**config.mk**
```make
export PLATFORM = sky130hd
export DESIGN_NAME = tft_rect_fill
export DESIGN_NICKNAME = d
export VERILOG_FILES = /design/src/rtl/tft_pkg.sv /design/src/rtl/tft_window_hdr.sv /design/src/rtl/tft_rect_fill.sv
export SDC_FILE = /design/constraint.sdc
export NUM_CORES = 1
export LEC_CHECK = 0
export BUFFER_PORTS_ARGS = -buffer_cell sky130_fd_sc_hd__clkbuf_2
export CAP_MARGIN = 20
export CORE_MARGIN = 10
export CORE_UTILIZATION = 40
export CTS_BUF_LIST = sky130_fd_sc_hd__clkbuf_4 sky130_fd_sc_hd__clkbuf_8
export CTS_CLUSTER_SIZE = 8
export DETAILED_ROUTE_END_ITERATION = 7
export GPL_TIMING_DRIVEN = 0
export SETUP_SLACK_MARGIN = 0.4
export SYNTH_ARGS = -nofsm -noshare
export SYNTH_HDL_FRONTEND = slang
export SYNTH_HIERARCHICAL = 1
export SYNTH_SLANG_ARGS = --single-unit
```
**constraint.sdc**
```tcl
create_clock -name clk -period 4.7 [get_ports clk]
set_input_delay 0.94 -clock clk [delete_from_list [all_inputs] [get_ports clk]]
set_output_delay 0.94 -clock clk [all_outputs]
set_load 0.005 [all_outputs]
```
**src/rtl/tft_pkg.sv**
```systemverilog
// Shared constants and state encoding for the TFT fill/blit engines.
package tft_pkg;

    localparam logic [7:0] CMD_CASET = 8'h2A;
    localparam logic [7:0] CMD_PASET = 8'h2B;
    localparam logic [7:0] CMD_RAMWR = 8'h2C;

    localparam int unsigned HDR_LEN = 11;

    typedef enum logic [1:0] {
        IDLE = 2'd0,
        HDR  = 2'd1,
        PIX  = 2'd2,
        DONE = 2'd3
    } fill_state_t;

endpackage

```
**src/rtl/tft_window_hdr.sv**
```systemverilog
// Emits the CASET/PASET/RAMWR window header, one byte per issue slot.
// The parent registers the chosen byte onto the TFT bus.
module tft_window_hdr (
    input  logic        clk,
    input  logic        rst,
    input  logic        active,
    input  logic [15:0] x_start,
    input  logic [15:0] x_end,
    input  logic [15:0] y_start,
    input  logic [15:0] y_end,
    input  logic        tft_busy,
    input  logic        tft_transmit,
    output logic        issue,
    output logic        dc,
    output logic [7:0]  data,
    output logic        hdr_done
);
    import tft_pkg::*;

    localparam logic [3:0] LAST_IDX = 4'(HDR_LEN - 1);

    logic [3:0] idx_r;

    // Issue slot opens only when the transmitter is idle and no strobe is in flight
    always_comb begin
        issue    = active & ~tft_busy & ~tft_transmit;
        hdr_done = issue & (idx_r == LAST_IDX);
    end

    // Header byte table indexed by position
    always_comb begin
        dc   = 1'b1;
        data = 8'h00;
        case (idx_r)
            4'd0:    begin dc = 1'b0; data = CMD_CASET; end
            4'd1:    data = x_start[15:8];
            4'd2:    data = x_start[7:0];
            4'd3:    data = x_end[15:8];
            4'd4:    data = x_end[7:0];
            4'd5:    begin dc = 1'b0; data = CMD_PASET; end
            4'd6:    data = y_start[15:8];
            4'd7:    data = y_start[7:0];
            4'd8:    data = y_end[15:8];
            4'd9:    data = y_end[7:0];
            4'd10:   begin dc = 1'b0; data = CMD_RAMWR; end
            default: begin dc = 1'b1; data = 8'h00; end
        endcase
    end

    // Byte index; rewinds whenever the sequencer is inactive or completes
    always_ff @(posedge clk or posedge rst) begin
        if (rst) begin
            idx_r <= 4'd0;
        end else if (!active) begin
            idx_r <= 4'd0;
        end else if (issue) begin
            idx_r <= hdr_done ? 4'd0 : idx_r + 4'd1;
        end else begin
            idx_r <= idx_r;
        end
    end

endmodule

```
**src/rtl/tft_rect_fill.sv**
```systemverilog
// Clipped rectangle fill: window header followed by w_eff*h_eff pixels
// of a single colour, paced by the shared TFT byte transmitter.
module tft_rect_fill #(
    parameter int MAX_W       = 320,
    parameter int MAX_H       = 240,
    parameter int PIXEL_BYTES = 3
) (
    input  logic        clk,
    input  logic        rst,
    input  logic        start,
    input  logic [8:0]  x,
    input  logic [8:0]  y,
    input  logic [8:0]  w,
    input  logic [8:0]  h,
    input  logic [23:0] color,
    input  logic        tft_busy,
    output logic        tft_dc,
    output logic [7:0]  tft_data,
    output logic        tft_transmit,
    output logic        busy,
    output logic        done
);
    import tft_pkg::*;

    generate
        if (PIXEL_BYTES != 2 && PIXEL_BYTES != 3) begin : g_bad_pixel_bytes
            $error("tft_rect_fill: PIXEL_BYTES must be 2 or 3");
        end
    endgenerate

    localparam logic [15:0] X_MAX     = 16'(MAX_W - 1);
    localparam logic [15:0] Y_MAX     = 16'(MAX_H - 1);
    localparam logic [1:0]  LAST_BYTE = 2'(PIXEL_BYTES - 1);

    fill_state_t state_r;
    logic [15:0] x_r, y_r, x_end_r, y_end_r;
    logic [23:0] color_r;
    logic [16:0] total_r, pix_cnt_r;
    logic [1:0]  byte_idx_r;
    logic        busy_r, done_r, tft_transmit_r, tft_dc_r;
    logic [7:0]  tft_data_r;

    logic [15:0] x_in_s, y_in_s, x_last_s, y_last_s, x_end_s, y_end_s;
    logic [15:0] w_eff_s, h_eff_s;
    logic [16:0] total_s, pix_cnt_next_s;
    logic        empty_s, pix_issue_s, pix_last_byte_s;
    logic [7:0]  pix_data_s;
    logic        hdr_issue_s, hdr_dc_s, hdr_done_s;
    logic [7:0]  hdr_data_s;

    // Clip the requested rectangle against the panel at latch time
    always_comb begin
        x_in_s   = {7'd0, x};
        y_in_s   = {7'd0, y};
        x_last_s = x_in_s + {7'd0, w} - 16'd1;
        y_last_s = y_in_s + {7'd0, h} - 16'd1;
        if (x_last_s > X_MAX) begin
            x_end_s = X_MAX;
        end else begin
            x_end_s = x_last_s;
        end
        if (y_last_s > Y_MAX) begin
            y_end_s = Y_MAX;
        end else begin
            y_end_s = y_last_s;
        end
        empty_s = (w == 9'd0) | (h == 9'd0) | (x_in_s > X_MAX) | (y_in_s > Y_MAX);
        w_eff_s = x_end_s - x_in_s + 16'd1;
        h_eff_s = y_end_s - y_in_s + 16'd1;
        total_s = 17'(w_eff_s) * 17'(h_eff_s);
    end

    // Pixel byte selection, most significant colour byte first
    always_comb begin
        pix_issue_s     = (state_r == PIX) & ~tft_busy & ~tft_transmit_r;
        pix_last_byte_s = (byte_idx_r == LAST_BYTE);
        pix_cnt_next_s  = pix_cnt_r + 17'd1;
        case (byte_idx_r)
            2'd0:    pix_data_s = (PIXEL_BYTES == 3) ? color_r[23:16] : color_r[15:8];
            2'd1:    pix_data_s = (PIXEL_BYTES == 3) ? color_r[15:8] : color_r[7:0];
            2'd2:    pix_data_s = color_r[7:0];
            default: pix_data_s = 8'h00;
        endcase
    end

    tft_window_hdr u_hdr (
        .clk          (clk),
        .rst          (rst),
        .active       (state_r == HDR),
        .x_start      (x_r),
        .x_end        (x_end_r),
        .y_start      (y_r),
        .y_end        (y_end_r),
        .tft_busy     (tft_busy),
        .tft_transmit (tft_transmit_r),
        .issue        (hdr_issue_s),
        .dc           (hdr_dc_s),
        .data         (hdr_data_s),
        .hdr_done     (hdr_done_s)
    );

    // Fill sequencer with registered TFT and handshake outputs
    always_ff @(posedge clk or posedge rst) begin
        if (rst) begin
            state_r        <= IDLE;
            x_r            <= 16'd0;
            y_r            <= 16'd0;
            x_end_r        <= 16'd0;
            y_end_r        <= 16'd0;
            color_r        <= 24'd0;
            total_r        <= 17'd0;
            pix_cnt_r      <= 17'd0;
            byte_idx_r     <= 2'd0;
            busy_r         <= 1'b0;
            done_r         <= 1'b0;
            tft_transmit_r <= 1'b0;
            tft_dc_r       <= 1'b0;
            tft_data_r     <= 8'h00;
        end else begin
            case (state_r)
                IDLE: begin
                    tft_transmit_r <= 1'b0;
                    done_r         <= 1'b0;
                    if (start) begin
                        x_r        <= x_in_s;
                        y_r        <= y_in_s;
                        x_end_r    <= x_end_s;
                        y_end_r    <= y_end_s;
                        color_r    <= color;
                        total_r    <= total_s;
                        pix_cnt_r  <= 17'd0;
                        byte_idx_r <= 2'd0;
                        busy_r     <= 1'b1;
                        state_r    <= empty_s ? DONE : HDR;
                    end
                end
                HDR: begin
                    tft_transmit_r <= hdr_issue_s;
                    if (hdr_issue_s) begin
                        tft_dc_r   <= hdr_dc_s;
                        tft_data_r <= hdr_data_s;
                    end
                    if (hdr_done_s) begin
                        state_r <= PIX;
                    end
                end
                PIX: begin
                    tft_transmit_r <= pix_issue_s;
                    if (pix_issue_s) begin
                        tft_dc_r   <= 1'b1;
                        tft_data_r <= pix_data_s;
                        if (pix_last_byte_s) begin
                            byte_idx_r <= 2'd0;
                            pix_cnt_r  <= pix_cnt_next_s;
                            if (pix_cnt_next_s == total_r) begin
                                state_r <= DONE;
                            end
                        end else begin
                            byte_idx_r <= byte_idx_r + 2'd1;
                        end
                    end
                end
                DONE: begin
                    tft_transmit_r <= 1'b0;
                    // Completion only once the last byte has left the transmitter
                    if (!tft_transmit_r && !tft_busy) begin
                        done_r  <= 1'b1;
                        busy_r  <= 1'b0;
                        state_r <= IDLE;
                    end
                end
                default: begin
                    state_r        <= IDLE;
                    busy_r         <= 1'b0;
                    done_r         <= 1'b0;
                    tft_transmit_r <= 1'b0;
                end
            endcase
        end
    end

    assign tft_dc       = tft_dc_r;
    assign tft_data     = tft_data_r;
    assign tft_transmit = tft_transmit_r;
    assign busy         = busy_r;
    assign done         = done_r;

endmodule

```
---- Yosys cells after proc, flatten, opt, wreduce, memory -nomap -nowiden ----
Index checks and enable logic that the tools add are counted.
storage, ports and cells
  output and inout port bits .............. 12
  logic and storage cells ................. 120
  flip-flop bits (word level) ............. 128
operators by class
  mux-type cells .......................... 36
  multipliers ............................. 1
  bitwise gates (word level) .............. 10
  $add $sub $neg .......................... 11
  magnitude comparators ................... 4
  reductions and logical operators ........ 20
  eq/ne operators ......................... 23
operators with widths
  cell                                                             number
  one-hot mux 8 bit (11 select lines)                              1
  2-to-1 mux 17 bit                                                3
  one-hot mux 17 bit (2 select lines)                              1
  adder 16 x 1 -> 16 bit (second input constant)                   2
  2-to-1 mux 16 bit                                                2
  subtractor 16 x 9 -> 16 bit                                      2
  one-hot mux 8 bit (3 select lines)                               1
  subtractor 10 x 1 -> 11 bit (second input constant)              2
  adder 9 x 9 -> 10 bit                                            2
  2-to-1 mux 2 bit                                                 10
  logical NOT 9 bit                                                2
  adder 17 x 1 -> 17 bit (second input constant)                   1
  equality test 17 bit                                             1
  multiplier 16 x 16 -> 17 bit                                     1
  equality test 4 x 3 -> 1 bit (second input constant)             4
  greater-than comparator 16 x 8 -> 1 bit (second input constant)  1
  greater-than comparator 16 x 9 -> 1 bit (second input constant)  1
  2-to-1 mux 8 bit                                                 2
  one-hot mux 8 bit (2 select lines)                               1
  equality test 4 bit (second input constant)                      3
  2-to-1 mux 4 bit                                                 3
  != test 2 bit (second input constant)                            6
  greater-than comparator 9 x 8 -> 1 bit (second input constant)   1
  greater-than comparator 9 bit (second input constant)            1
  26 further kinds                                                 51

---- Logic depth before layout (Yosys ltp) ----
  depth in word-level cells ............... 7
  depth in mapped cells ................... 46
  mapped depth without buffers ............ 46

---- Hierarchy ----
Netlist, hierarchy kept.
modules (own cells, without submodules)
  module          area each (um^2)  cells an instance  seq. area each (um^2)  times used
  tft_rect_fill   11928.9           1391               2852.7                 1
  tft_window_hdr  930.9             110                100.1                  1

---- Worst setup path before layout ----
Ideal clock, no wire load.
  path kind ............................... input-to-reg
  start point ............................. input x[1]
  end point ............................... register total_r[16]
  required time ........................... 4579 ps
  library setup time ...................... 121 ps
  stages on the path ...................... 43
  path buffers ............................ 1
  data arrival time ....................... 10152 ps
  setup slack ............................. -5573 ps
  path through ............................ inv_1 ha_1 inv_1 ha_1 inv_1 fa_1 nor2b_1 o21ai_0 a21boi_0 o21ai_0 a21boi_0 nor2_1 o21ai_0 o211ai_1 a21oi_1 clkbuf_1 nand2_1 ha_1 [7 not listed] fa_1 inv_1 fa_1 inv_1 fa_1 fa_1 inv_1 fa_1 fa_1 xnor2_1 xnor2_1 xnor2_1 xnor2_1 xnor3_1 xnor3_1 xnor2_1 xnor2_1 o21ai_1
on the way
  word-level cells in the longest chain between the ends .. 7
RTL lines
  what                                     line                  text
  from (decl)                              tft_rect_fill.sv:11   input logic [8:0] x,
  adder 9 x 9 -> 10 bit (*)                tft_rect_fill.sv:55   x_last_s = x_in_s + {7'd0, w} - 16'd1;
  subtractor 10 x 1 -> 11 bit (*)          tft_rect_fill.sv:55
  greater-than comparator 16 x 9 -> 1 bit  tft_rect_fill.sv:57   if (x_last_s > X_MAX) begin
  2-to-1 mux 16 bit (*)                    tft_rect_fill.sv:57
  net x_end_s[2]                           tft_rect_fill.sv:43   logic [15:0] x_in_s, y_in_s, x_last_s, y_last_s, x_end_s, y_end_s;
  subtractor 16 x 9 -> 16 bit (*)          tft_rect_fill.sv:68   w_eff_s = x_end_s - x_in_s + 16'd1;
  adder 16 x 1 -> 16 bit (*)               tft_rect_fill.sv:68
  multiplier 16 x 16 -> 17 bit (*)         tft_rect_fill.sv:70   total_s = 17'(w_eff_s) * 17'(h_eff_s);
  to (signal assigned)                     tft_rect_fill.sv:130  total_r <= total_s;
  to (decl)                                tft_rect_fill.sv:38   logic [16:0] total_r, pix_cnt_r;
The timed path passes the listed nets; every way through them passes the cells marked *.
A chain may end at the register's enable or synchronous reset.

---- Final worst setup path ----
  start point ............................. input h[2]
  end point ............................... register total_r[16]
on the way
  word-level cells in the longest chain between the ends .. 7
RTL lines
  what                                     line                 text
  from (decl)                              tft_rect_fill.sv:14  input logic [8:0] h,
  adder 9 x 9 -> 10 bit                    tft_rect_fill.sv:56  y_last_s = y_in_s + {7'd0, h} - 16'd1;
  subtractor 10 x 1 -> 11 bit              tft_rect_fill.sv:56
  greater-than comparator 16 x 8 -> 1 bit  tft_rect_fill.sv:62  if (y_last_s > Y_MAX) begin
  2-to-1 mux 16 bit                        tft_rect_fill.sv:62
  net y_end_s[0]                           tft_rect_fill.sv:43
  subtractor 16 x 9 -> 16 bit              tft_rect_fill.sv:69  h_eff_s = y_end_s - y_in_s + 16'd1;
  adder 16 x 1 -> 16 bit                   tft_rect_fill.sv:69
  multiplier 16 x 16 -> 17 bit             tft_rect_fill.sv:70
The timed path passes the listed nets, and every way through them passes these cells.

==> results.json <==
{
  "crit_path_end_kind": "register",
  "track_usage": 0.177,
  "syn_inst": 1501,
  "cp-start-kind": "primary input",
  "cp_slowest_cell": "fa_1",
  "slowest_delay_ns": 0.61,
  "antenna_found_initial": 0,
  "final_cells": 2084,
  "vias": 10800,
  "max_cap_viol_count": 0,
  "place_hpwl_um": 27300,
  "routed_wl_um": 35500,
  "syn_area_um2": 12900,
  "cp_data_required_time_ns": 5.03,
  "critPathBufInv": 6,
  "rows": 65,
  "grt_pass1_vias": 10500,
  "layout_common_cells": "nand2_1, inv_1, dfrtp_1, fa_1, ha_1",
  "regArea_um2": 2950,
  "grt_max_degree": 87,
  "initial_utilization": 0.406,
  "yosysSeqAreaShare": 0.230,
  "crit_start": "h[2]",
  "rsz0062_at_grt": "true",
  "portBuffers": 75,
  "dieArea_um2": 39700,
  "r2r_start": "pix_cnt_r[0]$_DFFE_PP0P_",
  "drv_slew": 0,
  "core_area_um2": 31600,
  "dp.cells": 1998,
  "path_delay_family": "adder cells",
  "max_freq_mhz": 105,
  "diodes": 0,
  "clock_insertion_delay_worst_skew_ns": 0.45,
  "syn2layout_area_growth_pct": 25.6,
  "postRouteAntennaNets": 0,
  "grt_pass1_wl_um": 56000,
  "critPathMaxFanout": 8,
  "postPlaceCellArea_um2": 14400,
  "cts_tree": "done",
  "pin_count": 76,
  "die_y_um": 199,
  "synth-edff-count": 0,
  "htreeDepth": 4,
  "place.gp.congestion": 0.880,
  "multi_input_area_um2": 10000,
  "fillerInstances": 2954,
  "final_area_um2": 16100,
  "finalNetCount": 1963,
  "hold_viol_final": 0,
  "status": "complete, but fails checks",
  "clock_path_buffers": 2,
  "syn_area_per_cell_um2": 8.57,
  "ys_seq_elements": 118,
  "clkTransAtPathRegs_ns": 0.08,
  "slew_headroom": 0.335,
  "die_w_um": 199,
  "drt-wirelength-per-cell_um": 17.0,
  "place_ws_ns": -6.11,
  "min_period_over_period": 2.03,
  "final_common_cell": "nand2_1",
  "critPathArrivalTime_ns": 9.85,
  "clock-sinks": 118,
  "worstSetupPathType": "in2reg",
  "layout_min_cycle_time_ns": 9.52,
  "fin_skew_ns": 0.0123,
  "drive_gt1_frac": 0.249,
  "post_synth_num_cell_types": 84,
  "setup_viol": 15,
  "drtIter0Drc": 643,
  "via_per_inst": 5.18,
  "synth_top_flop_cell": "dfrtp_1",
  "setup_slack_ns": -4.82,
  "cpMostUsedCell": "fa_1",
  "worstMarginPinSlew_ns": 0.989,
  "async_reset_ff_frac": 1.00,
  "hold_path_class": "in2async",
  "drc": 0,
  "overflow": 0,
  "violations": "setup timing",
  "numCtsBuffers": 17,
  "dr.pass1.iters": 5,
  "root_buffer": "clkbuf_8",
  "ys_warn_count": 6
}
## Yosys cell counts (4+ instances only)
cell      instances  area [µm²]
a21boi_0          4        30.0
xnor2_1          55         482
or2_1             4        25.0
nand3_1          20         100
a22oi_1          11        82.6
a222oi_1          4        40.0
o221ai_1          8        70.1
nand2b_1         13        81.3
mux2i_1          11         110
nor3_1           13        65.1
ha_1            132        1650
o21bai_1         10        75.1
dfrtp_1         118        2950
nand2_1         245         920
nor4_1            4        25.0
a31oi_1          15        93.8
o21a_1            4        30.0
a22o_1            7        61.3
nor2b_1          11        68.8
a21oi_1          38         190
buf_2             5        25.0
fa_1             98        1960
nor2_1           56         210
a21o_1            9        67.6
xor2_1           25         219
inv_1           245         920
clkbuf_1         42         158
o31ai_1           8        60.1
o211ai_1          9        67.6
nand4_1           5        31.3
o21ai_0          90         450
and3_1           11        68.8
nand4b_1          6        52.6
and2_1           73         457
buf_6            10         113
## registers in the layout (all words and copies together) (netlist names), 2 cells and up
name / count
y_r: 9
state_r: 2
y_end_r: 11
pix_cnt_r: 17
u_hdr/idx_r: 4
byte_idx_r: 2
tft_data: 8
x_end_r: 11
x_r: 9
color_r: 24
total_r: 17
## per-stage QoR
step	hold WS [ns]	utilization	setup TNS, ns
4_1_cts	0.385	0.489	-51.49
5_1_grt	0.380	0.510	-53.84
2_1_floorplan	0.445	-	-49.84
3_5_place_dp	0.462	0.454	-66.24
3_3_place_gp	0.457	0.453	-146.00
6_report	0.397	0.510	-49.02
## metal layers
metal / GRT usage / vias up / share of wire
met2: 0.283 / 265 / 0.47
met4: 0.0480 / 0 / 0.017
li1: - / 5213 / -
met1: 0.246 / 5272 / 0.47
met3: 0.0230 / 36 / 0.046
met5: 0 / - / 0
## kinds of logic (layout without fill, tap and decap cells)
logic type	count (synthesis)	after routing	share of synthesized area
simple gates	486	486	0.183
buf+inv	304	466	0.0951
compound gates	263	263	0.139
fa+ha+maj	230	230	0.281
flops	118	118	0.230
xor+xnor	84	84	0.0610
mux	14	14	0.0112
other cells	2	21	0.000584
## path summary, 6_finish.rpt
| kind | cells past startpoint | slack [ns] | to |
|---|---|---|---|
| setup / recovery | 41 | -4.82 | total_r[16]$_DFFE_PP0P_ |
| hold / removal | 2 | 0.40 | u_hdr/idx_r[1]$_DFFE_PP0P_ |
| setup reg to reg | 11 | 1.36 | state_r[1]$_DFFE_PP0P_ |
| hold reg to reg | 2 | 0.48 | color_r[10]$_DFFE_PP0P_ |
| max in group asynchronous | 3 | 3.50 | total_r[3]$_DFFE_PP0P_ |
| min in group clk | 2 | 0.48 | color_r[10]$_DFFE_PP0P_ |
## cell type report
type,count,area share
multi-input combinational,1098,0.620
sequential,118,0.183
inverter,245,0.0602
timing repair buffer,130,0.0572
tap,402,0.0311
buffer,59,0.0235
clock buffer,18,0.0153
clock inverter,14,0.00945
## repair_timing
| item | 4_1_cts | 5_1_grt |
|---|---|---|
| endpoints found under the setup margin | 17 | 17 |
| buffers inserted | 38 | 14 |
| hold buffers | 0 | 0 |
| gates cloned | 1 | 1 |
| gates resized for setup | 93 | 124 |
| pin swaps | 79 | 50 |
Power is not shown: default switching activity piles up to over one toggle a cycle in this logic, so the estimate is an artifact.
